## config.mk

```make
export PLATFORM = sky130hd
export DESIGN_NAME = mem_port_arbiter
export DESIGN_NICKNAME = d
export VERILOG_FILES = /design/src/rtl/mem_arb_pkg.sv /design/src/rtl/rr_burst_pick.sv /design/src/rtl/mem_port_arbiter.sv
export SDC_FILE = /design/constraint.sdc
export NUM_CORES = 1
export LEC_CHECK = 0
export BUFFER_PORTS_ARGS = -buffer_cell sky130_fd_sc_hd__buf_4
export CAP_MARGIN = 20
export CELL_PAD_IN_SITES_DETAIL_PLACEMENT = 0
export CELL_PAD_IN_SITES_GLOBAL_PLACEMENT = 1
export CORE_MARGIN = 2
export CORE_UTILIZATION = 34
export DETAILED_ROUTE_END_ITERATION = 12
export PLACE_DENSITY_LB_ADDON = 0.12
export RECOVER_POWER = 100
export SETUP_SLACK_MARGIN = 0.02
export SYNTH_ARGS = -nofsm -noshare
export SYNTH_HDL_FRONTEND = slang
export SYNTH_HIERARCHICAL = 1
export SYNTH_SLANG_ARGS = --single-unit
```

## constraint.sdc

```tcl
create_clock -name clk -period 2.55 [get_ports clk]
set_input_delay 0.255 -clock clk [delete_from_list [all_inputs] [get_ports clk]]
set_output_delay 0.255 -clock clk [all_outputs]
set_load 0.05 [all_outputs]
```

## src/rtl/mem_arb_pkg.sv

```systemverilog
// Shared types and default widths for the operand/result memory port arbiter.
package mem_arb_pkg;

  localparam int ARB_ADDR_SIZE = 10;
  localparam int ARB_WORD_SIZE = 16;

  typedef enum logic [1:0] {OWN_NONE, OWN_HOST, OWN_ACC} owner_t;
  typedef enum logic {REQ_HOST, REQ_ACC} requester_t;

endpackage

```

## src/rtl/rr_burst_pick.sv

```systemverilog
// Round-robin owner/grant picker with a burst cap; grants are combinational from state and req.
// Latency 0 (grant in the request cycle); a losing requester simply keeps req high until granted.
module rr_burst_pick
  import mem_arb_pkg::*;
#(
  parameter int MAX_BURST = 8
) (
  input  logic clk,
  input  logic rst_n,
  input  logic host_req,
  input  logic acc_req,
  output logic host_gnt,
  output logic acc_gnt
);

  localparam int CNT_W = $clog2(MAX_BURST + 1);
  localparam logic [CNT_W-1:0] CNT_CAP = CNT_W'(MAX_BURST - 1);
  localparam logic [CNT_W-1:0] CNT_SAT = CNT_W'(MAX_BURST);

  owner_t           owner_q, owner_d;
  logic [CNT_W-1:0] burst_cnt_q, burst_cnt_d;
  requester_t       last_winner_q, last_winner_d;

  logic       own_req, oth_req, any_gnt;
  requester_t own_id, oth_id, winner;

  always_ff @(posedge clk or negedge rst_n) begin
    if (!rst_n) begin
      owner_q       <= OWN_NONE;
      burst_cnt_q   <= '0;
      last_winner_q <= REQ_ACC;
    end else begin
      owner_q       <= owner_d;
      burst_cnt_q   <= burst_cnt_d;
      last_winner_q <= last_winner_d;
    end
  end

  always_comb begin
    burst_cnt_d   = burst_cnt_q;
    last_winner_d = last_winner_q;
    any_gnt       = 1'b0;
    winner        = REQ_HOST;
    own_id        = (owner_q == OWN_ACC) ? REQ_ACC : REQ_HOST;
    oth_id        = (owner_q == OWN_ACC) ? REQ_HOST : REQ_ACC;
    own_req       = (owner_q == OWN_ACC) ? acc_req : host_req;
    oth_req       = (owner_q == OWN_ACC) ? host_req : acc_req;

    case (owner_q)
      OWN_NONE: begin
        burst_cnt_d = '0;
        if (host_req && acc_req) begin
          any_gnt = 1'b1;
          winner  = (last_winner_q == REQ_ACC) ? REQ_HOST : REQ_ACC;
        end else if (host_req) begin
          any_gnt = 1'b1;
          winner  = REQ_HOST;
        end else if (acc_req) begin
          any_gnt = 1'b1;
          winner  = REQ_ACC;
        end
      end
      OWN_HOST, OWN_ACC: begin
        if (!own_req && !oth_req) begin
          burst_cnt_d = '0;
        end else if (!oth_req) begin
          any_gnt = 1'b1;
          winner  = own_id;
          if (burst_cnt_q != CNT_SAT) burst_cnt_d = burst_cnt_q + 1'b1;
        end else if (!own_req || (burst_cnt_q >= CNT_CAP)) begin
          // Hand over once the owner has used its burst allowance.
          any_gnt     = 1'b1;
          winner      = oth_id;
          burst_cnt_d = '0;
        end else begin
          any_gnt     = 1'b1;
          winner      = own_id;
          burst_cnt_d = burst_cnt_q + 1'b1;
        end
      end
      default: burst_cnt_d = '0;
    endcase

    owner_d = OWN_NONE;
    if (any_gnt) begin
      owner_d       = (winner == REQ_ACC) ? OWN_ACC : OWN_HOST;
      last_winner_d = winner;
    end

    host_gnt = rst_n && any_gnt && (winner == REQ_HOST);
    acc_gnt  = rst_n && any_gnt && (winner == REQ_ACC);
  end

endmodule

```

## src/rtl/mem_port_arbiter.sv

```systemverilog
// Shares the memory write/read ports between host and acc (ARB_STALL_CNT_EN adds per-requester stall counters).
// Grant and write strobe are combinational in the request cycle; read data returns exactly one cycle after grant.
module mem_port_arbiter
  import mem_arb_pkg::*;
#(
  parameter int ADDR_SIZE = ARB_ADDR_SIZE,
  parameter int WORD_SIZE = ARB_WORD_SIZE,
  parameter int MAX_BURST = 8
) (
  input  logic                 clk,
  input  logic                 rst_n,
  input  logic                 host_req,
  input  logic                 host_we,
  input  logic [ADDR_SIZE-1:0] host_addr,
  input  logic [WORD_SIZE-1:0] host_wdata,
  output logic                 host_gnt,
  output logic                 host_rvalid,
  output logic [WORD_SIZE-1:0] host_rdata,
  input  logic                 acc_req,
  input  logic                 acc_we,
  input  logic [ADDR_SIZE-1:0] acc_addr,
  input  logic [WORD_SIZE-1:0] acc_wdata,
  output logic                 acc_gnt,
  output logic                 acc_rvalid,
  output logic [WORD_SIZE-1:0] acc_rdata,
  output logic [ADDR_SIZE-1:0] mem_w_addr,
  output logic [WORD_SIZE-1:0] mem_w_data,
  output logic                 mem_w_en,
  output logic [ADDR_SIZE-1:0] mem_r_addr,
  input  logic [WORD_SIZE-1:0] mem_r_data,
`ifdef ARB_STALL_CNT_EN
  input  logic                 stall_clr,
  output logic [15:0]          host_stall_cnt,
  output logic [15:0]          acc_stall_cnt,
`endif
  output logic                 busy
);

  logic                 any_gnt, win_we, rd_grant;
  logic [ADDR_SIZE-1:0] win_addr, r_addr_q, r_addr_d;
  logic [WORD_SIZE-1:0] win_wdata;
  logic [WORD_SIZE-1:0] host_rdata_q, host_rdata_d, acc_rdata_q, acc_rdata_d;
  logic                 rd_pend_q, rd_pend_d;
  requester_t           rd_who_q, rd_who_d;

  rr_burst_pick #(
    .MAX_BURST (MAX_BURST)
  ) u_pick (
    .clk      (clk),
    .rst_n    (rst_n),
    .host_req (host_req),
    .acc_req  (acc_req),
    .host_gnt (host_gnt),
    .acc_gnt  (acc_gnt)
  );

  always_comb begin
    any_gnt   = host_gnt | acc_gnt;
    win_we    = acc_gnt ? acc_we    : host_we;
    win_addr  = acc_gnt ? acc_addr  : host_addr;
    win_wdata = acc_gnt ? acc_wdata : host_wdata;

    mem_w_en   = any_gnt & win_we;
    mem_w_addr = mem_w_en ? win_addr  : '0;
    mem_w_data = mem_w_en ? win_wdata : '0;

    // Read address is held between grants; the memory ignores it then.
    rd_grant   = any_gnt & ~win_we;
    r_addr_d   = rd_grant ? win_addr : r_addr_q;
    mem_r_addr = r_addr_d;
    rd_pend_d  = rd_grant;
    rd_who_d   = acc_gnt ? REQ_ACC : REQ_HOST;

    host_rvalid  = rd_pend_q && (rd_who_q == REQ_HOST);
    acc_rvalid   = rd_pend_q && (rd_who_q == REQ_ACC);
    host_rdata_d = host_rvalid ? mem_r_data : host_rdata_q;
    acc_rdata_d  = acc_rvalid  ? mem_r_data : acc_rdata_q;
    host_rdata   = host_rdata_d;
    acc_rdata    = acc_rdata_d;

    busy = any_gnt | rd_pend_q;
  end

  always_ff @(posedge clk or negedge rst_n) begin
    if (!rst_n) begin
      r_addr_q     <= '0;
      rd_pend_q    <= 1'b0;
      rd_who_q     <= REQ_HOST;
      host_rdata_q <= '0;
      acc_rdata_q  <= '0;
    end else begin
      r_addr_q     <= r_addr_d;
      rd_pend_q    <= rd_pend_d;
      rd_who_q     <= rd_who_d;
      host_rdata_q <= host_rdata_d;
      acc_rdata_q  <= acc_rdata_d;
    end
  end

`ifdef ARB_STALL_CNT_EN
  logic [15:0] host_stall_cnt_q, host_stall_cnt_d, acc_stall_cnt_q, acc_stall_cnt_d;

  always_comb begin
    host_stall_cnt_d = host_stall_cnt_q;
    acc_stall_cnt_d  = acc_stall_cnt_q;
    if (stall_clr) begin
      host_stall_cnt_d = '0;
      acc_stall_cnt_d  = '0;
    end else begin
      if (host_req && !host_gnt && (host_stall_cnt_q != 16'hFFFF))
        host_stall_cnt_d = host_stall_cnt_q + 16'd1;
      if (acc_req && !acc_gnt && (acc_stall_cnt_q != 16'hFFFF))
        acc_stall_cnt_d = acc_stall_cnt_q + 16'd1;
    end
  end

  always_ff @(posedge clk or negedge rst_n) begin
    if (!rst_n) begin
      host_stall_cnt_q <= '0;
      acc_stall_cnt_q  <= '0;
    end else begin
      host_stall_cnt_q <= host_stall_cnt_d;
      acc_stall_cnt_q  <= acc_stall_cnt_d;
    end
  end

  assign host_stall_cnt = host_stall_cnt_q;
  assign acc_stall_cnt  = acc_stall_cnt_q;
`endif

endmodule

```

; ---- Word level (Yosys, flattened, before mapping)
; Cells that the tools add are included.
[word_totals]
output_inout_bits = 74
ff_bits = 51
ram_bits = 0
wordCells = 65
rom_bits = 0
mem_count = 0
latchBits = 0
[op_classes]
mul = 0
bitwise_logic = 7
n_lt_le_gt_ge = 1
eq_ne = 4
div = 0
n_addsub = 1
n_mux = 32
shifts = 0
n_reduce_logical = 12
[ops]
columns = operator, count
row1 = $mux 16, 4
row2 = $mux 10, 3
row3 = $mux 4, 5
row4 = $mux 1, 16
row5 = $logic_and 1x1->1, 7
row6 = $add 4x1->4 const B, 1
row7 = $ge 4x3->1 const B, 1
row8 = $mux 2, 2
row9 = $ne 4x1->1 const B, 1
row10 = $ne 4x4->1 const B, 1
row11 = $pmux 1 s2, 2
row12 = $not 1->1, 3
row13 = $and 1x1->1, 2
row14 = $eq 2x1->1 const B, 1
row15 = $eq 2x2->1 const B, 1
row16 = $logic_not 1->1, 2
row17 = $logic_not 2->1, 1
row18 = $or 1x1->1, 2
row19 = $reduce_or 2->1, 1
row20 = $logic_or 1x1->1, 1

; ---- Longest topological paths before layout
[depth]
depth_word = 13
ltp_mapped = 11

; ---- Hierarchy
; The synthesis kept the hierarchy.
[by_module_without_submodules]
columns = module, cells_per_inst, instances, area_each_um2, seq_area_each_um2
row1 = mem_port_arbiter, 180, 1, 2283.4, 1101.1
row2 = rr_burst_pick, 52, 1, 531.8, 176.4

; ---- Worst setup path before layout
; OpenSTA, ideal clock, no wires.
[synth_timing]
path_kind = reg-to-output
startpoint = register u_pick.owner_q[1]
endpoint = output port mem_r_addr[0]
path_stages_with_launch = 11
required_time_ns = 2.295
setup_slack_ns = -0.825
arrival_time_ns = 3.120
n_path_buf = 4
cell_sequence = dfrtp_1 -> inv_1 -> ha_1 -> buf_2 -> nand4b_1 -> mux2i_1 -> o21a_1 -> buf_4 -> buf_6 -> buf_4 -> mux2i_1
[synth_via]
elab_chain_len = 13
[synth_rtl]
columns = item, line_no
row1 = "start, declared", rr_burst_pick.sv:20  ; owner_t owner_q, owner_d;
row2 = "start signal, assigned", rr_burst_pick.sv:33  ; owner_q <= owner_d;
row3 = $eq 2x2->1, -
row4 = $mux 1, rr_burst_pick.sv:46  ; own_req = (owner_q == OWN_ACC) ? acc_req : host_req;
row5 = $logic_not 1->1, "rr_burst_pick.sv:64, rr_burst_pick.sv:70"
row6 = $logic_or 1x1->1, rr_burst_pick.sv:70  ; end else if (!own_req || (burst_cnt_q >= CNT_CAP)) begin
row7 = $mux 1, rr_burst_pick.sv:70
row8 = $mux 1, rr_burst_pick.sv:66  ; end else if (!oth_req) begin
row9 = $mux 1, rr_burst_pick.sv:64  ; if (!own_req && !oth_req) begin
row10 = $pmux 1 s2, rr_burst_pick.sv:49  ; case (owner_q)
row11 = $logic_and 1x1->1 (*), rr_burst_pick.sv:91  ; acc_gnt = rst_n && any_gnt && (winner == REQ_ACC);
row12 = named net acc_gnt, mem_port_arbiter.sv:23  ; output logic acc_gnt,
row13 = $mux 1, mem_port_arbiter.sv:59  ; win_we = acc_gnt ? acc_we : host_we;
row14 = $not 1->1, mem_port_arbiter.sv:68  ; rd_grant = any_gnt & ~win_we;
row15 = $and 1x1->1, mem_port_arbiter.sv:68
row16 = $mux 10 (*), mem_port_arbiter.sv:69  ; r_addr_d = rd_grant ? win_addr : r_addr_q;
row17 = "end, declared", mem_port_arbiter.sv:29  ; output logic [ADDR_SIZE-1:0] mem_r_addr,
; The timed path passes the listed nets; every way through them passes the cells marked *.

; ---- Worst setup path in the final report
[layout_timing]
startpoint = register u_pick.owner_q[0]
endpoint = output port mem_w_addr[5]
[layout_via]
elab_chain_len = 13
[layout_rtl]
columns = item, line_no
row1 = $eq 2x2->1, -
row2 = $mux 1, rr_burst_pick.sv:46
row3 = $logic_not 1->1, "rr_burst_pick.sv:64, rr_burst_pick.sv:70"
row4 = $logic_or 1x1->1, rr_burst_pick.sv:70
row5 = $mux 1, rr_burst_pick.sv:70
row6 = $mux 1, rr_burst_pick.sv:66
row7 = $mux 1, rr_burst_pick.sv:64
row8 = $pmux 1 s2, rr_burst_pick.sv:49
row9 = $not 1->1, rr_burst_pick.sv:90  ; host_gnt = rst_n && any_gnt && (winner == REQ_HOST);
row10 = $logic_and 1x1->1, rr_burst_pick.sv:90
row11 = $or 1x1->1, mem_port_arbiter.sv:58  ; any_gnt = host_gnt | acc_gnt;
row12 = $and 1x1->1, mem_port_arbiter.sv:63  ; mem_w_en = any_gnt & win_we;
row13 = $mux 10 (*), mem_port_arbiter.sv:64  ; mem_w_addr = mem_w_en ? win_addr : '0;
row14 = "end, declared", mem_port_arbiter.sv:26  ; output logic [ADDR_SIZE-1:0] mem_w_addr,
; Every way passes the cells marked *; elsewhere a longest branch is shown, timed or not.

==> results.cfg <==
[outcome]
run_status = finished with violations
violated_checks = max-capacitance violations, max-slew violations, negative setup slack

[power_and_ir_drop]
netSwitchingFraction_pct = 50.74
worst_ir_drop_vdd_mv = 0.8289
leakage_nw = 2.244
pwr-share-seq_pct = 19.8
internal_power_w = 0.003414
combPwrFrac_pct = 73.1
pwr_per_cell_area_nw_per_um2 = 1364
power_switching_w = 0.003516
clockPowerShare_pct = 7.1

[timing]
fin_crit_sh_pct = 111.2
worstMarginPinSlew_ns = 1.668
slew-limit-headroom_pct = -11.23
fin_crit_ns = 2.835
finClkSkew_ns = 0.006635
maxSlewViolCount = 31
layout_setup_ws_ns = -0.2854
setup_viol = 38
hold_viol = 0
grt_setup_unrepaired = yes
max_clock_freq_mhz = 352.7

[synth]
netlist-cell-type-count = 36
synth_simple_gate_area_share_pct = 8.578
synth_compound_gate_area_share_pct = 3.422
synth_edf_count = 0
synth_xor_area_share_pct = 0.6222
dominantRegCellSynth = sky130_fd_sc_hd__dfrtp_1
syn_area_per_cell_um2 = 12.13
synthesis.instances = 232
main_combinational_cell_family_by_area_after_synthesis = multiplexers
yosys_warnings = 6
post_synth_instance_area_um2 = 2815
muxShareOfSynthArea_pct = 35.24
asyncSetResetFlopFracSynth_pct = 100.0
portion_of_the_post_synthesis_area_used_by_sequential_elements_pct = 45.38
synth_seq_cells = 51
synth_fa_ha_area_share_pct = 2.222
synthesis.nets = 311

[cells_and_area]
diodes = 0
final-seq-area_um2 = 1277
multi_input_area_um2 = 1922
flow.area_growth_from_synthesis_pct = 80.53
fin_nets = 488
most_common_cell_after_layout_fill_and_taps_aside = sky130_fd_sc_hd__buf_4
layout.filler_cells = 669
finish.cell_count_without_fillers = 515
mostFrequentLayoutCells = sky130_fd_sc_hd__buf_4 (127), sky130_fd_sc_hd__dfrtp_1 (50), sky130_fd_sc_hd__buf_6 (41), sky130_fd_sc_hd__mux2i_1 (35), sky130_fd_sc_hd__mux2_1 (26)
post_route_cells_drive_above_1_share_pct = 63.90

[hold_path]
class_of_the_tightest_hold_or_removal_check = in2reg

[placed_design]
place_hpwl_mm = 5.592
place.detailed.instances = 489
final_weighted_congestion_of_routability_driven_global_placement = 0.7592
post_place_setup_slack_ns = -0.03390
placement.io_buffers = 147

[floorplanning]
die_height_um = 95.00
start_util_pct = 34.61
fp.dieW_um = 95.00
die-area_um2 = 9024
core-area_um2 = 8134
fp-row-count = 33
ioPinCount = 148

[global_route]
global_route_wire_length_before_repair_mm = 11.94
gr-total-overflow = 0
globalRouteTotalUtil_pct = 16.96
grt_start_max_net_pins = 31
first_global_vias = 2539
initial_antenna_violation_count = 0

[clocking]
clk-insertion-delay-late_ns = 0.31
htreeDepth = 2
cts_num_sinks = 51
clockBufferDepth = 2
cts.clk_slew.worst_paths_ns = 0.10
clock_tree.root_cell = sky130_fd_sc_hd__clkbuf_8
clock_tree_from_tritoncts = yes
cts_buffers = 5

[worst_setup_path]
worst-endpoint-required_ns = 2.30
critical_path.startpoint_type = flip-flop
critPathCaptureType = output pin
worstSetupPathType = reg2out
critical_path.max_fanout = 6
worst_ep_arrival_time_ns = 2.58

[drt]
initialDrtViolationCount = 61
detail_route.vias_per_cell = 4.693
ant_nets = 0
drt_drc_violations_left = 0
routed-via-count = 2417
wire_per_inst_um = 14.78
route.final.wire_length_mm = 7.612
dr.pass1.iters = 3

[flow_run]
maxCapViolations = 1
-- what timing repair did --
item | CTS | global route
hold endpoints to repair | 20 | 0
cloned | 3 | 0
hold buffers | 2 | 0
buffers inserted | 9 | 7
endpoints found under the setup margin | 38 | 39
pin swaps | 12 | 8
resized for setup | 76 | 11
-- critical path, cell delays in order (launching register included) --
cell and delay [ns]:
sky130_fd_sc_hd__dfrtp_1 0.40, sky130_fd_sc_hd__inv_2 0.08, sky130_fd_sc_hd__ha_4 0.22, sky130_fd_sc_hd__or2_4 0.23
sky130_fd_sc_hd__o211a_1 0.15, sky130_fd_sc_hd__o21a_4 0.23, sky130_fd_sc_hd__buf_4 0.13, sky130_fd_sc_hd__buf_6 0.12
sky130_fd_sc_hd__a21oi_4 0.20, sky130_fd_sc_hd__buf_6 0.16, sky130_fd_sc_hd__buf_12 0.14, sky130_fd_sc_hd__nor2_4 0.04
sky130_fd_sc_hd__buf_6 0.15
-- kinds of logic after synthesis --
logic type | after synthesis
compound gates | 11
buf+inv | 21
mux | 95
fa+ha+maj | 5
flops | 51
xor+xnor | 2
simple gates | 47
-- metal layers --
| metal | GRT usage [%] | part of all wire [%] |
|---|---|---|
| met5 | 0 | 0 |
| met4 | 2.536 | 0.47 |
| met3 | 4.469 | 6.4 |
| met2 | 30.85 | 52 |
| met1 | 20.48 | 41 |
-- power groups by stage --
stage	sequential (W)	combinational, W	clock, W
2_1_floorplan	0.00130	0.00343	0
3_3_place_gp	0.00132	0.00456	0
3_5_place_dp	0.00134	0.00458	0
4_1_cts	0.00136	0.00512	0.000516
5_1_grt	0.00141	0.00532	0.000556
6_report	0.00137	0.00506	0.000495
-- cell type report --
class	count	share of cell area [%]
sequential	51	25.14
timing repair buffer	183	31.88
tap	105	2.585
clock buffer	5	1.354
inverter	8	0.6647
multi-input combinational	160	37.81
clock inverter	3	0.5662
-- worst paths after layout --
check	start	endpoint	slack, ns	cells after the start
max	u_pick/owner_q[0]$_DFF_PN0_	mem_w_addr[5]	-0.29	12
min	mem_r_data[8]	host_rdata_q[8]$_DFF_PN0_	0.19	2
max reg2reg	u_pick/owner_q[1]$_DFF_PN0_	r_addr_q[0]$_DFF_PN0_	0.30	11
min reg2reg	acc_rdata_q[5]$_DFF_PN0_	acc_rdata_q[5]$_DFF_PN0_	0.50	1
max in group asynchronous	rst_n	acc_rdata_q[0]$_DFF_PN0_	0.52	3
min in group asynchronous	rst_n	u_pick/last_winner_q$_DFFE_PN1P_	0.46	2
-- state kept, by name, summed over array words and instances (netlist names) --
signal and count:
acc_rdata_q 16, host_rdata_q 16, r_addr_q 10, rd_pend_q 1, rd_who_q 1, u_pick/burst_cnt_q 4
u_pick/last_winner_q 1, u_pick/owner_q 2
-- through the flow --
| step | setup TNS (ns) | hold slack [ns] | instance area (µm²) | utilization [%] | total power (W) |
|---|---|---|---|---|---|
| after floorplan | -5.136 | -0.04059 | 3166 | - | 0.004732 |
| after global placement | -0.003224 | 0.1747 | 4462 | 54.85 | 0.005880 |
| after detailed placement | -0.03780 | 0.1748 | 4462 | 54.85 | 0.005916 |
| after CTS | -8.034 | 0.1941 | 5064 | 62.25 | 0.007003 |
| after global routing | -13.29 | 0.1863 | 5082 | 62.48 | 0.007282 |
| final | -8.535 | 0.1942 | 5082 | 62.48 | 0.006930 |
-- Yosys cell counts, types with 2 or more instances --
cell	number	area (µm²)
sky130_fd_sc_hd__dfrtp_1	50	1251
sky130_fd_sc_hd__nor2b_1	2	12.51
sky130_fd_sc_hd__buf_6	4	45.04
sky130_fd_sc_hd__mux2i_1	62	620.6
sky130_fd_sc_hd__mux2_2	33	371.6
sky130_fd_sc_hd__nand4b_1	2	17.52
sky130_fd_sc_hd__nor3_1	2	10.01
sky130_fd_sc_hd__nand2b_1	2	12.51
sky130_fd_sc_hd__inv_1	8	30.03
sky130_fd_sc_hd__ha_1	5	62.56
sky130_fd_sc_hd__o2111ai_1	2	17.52
sky130_fd_sc_hd__nor2_1	28	105.1
sky130_fd_sc_hd__buf_2	6	30.03
sky130_fd_sc_hd__buf_4	3	22.52
sky130_fd_sc_hd__a21oi_2	2	17.52
Power figures use the tool's default switching activity.
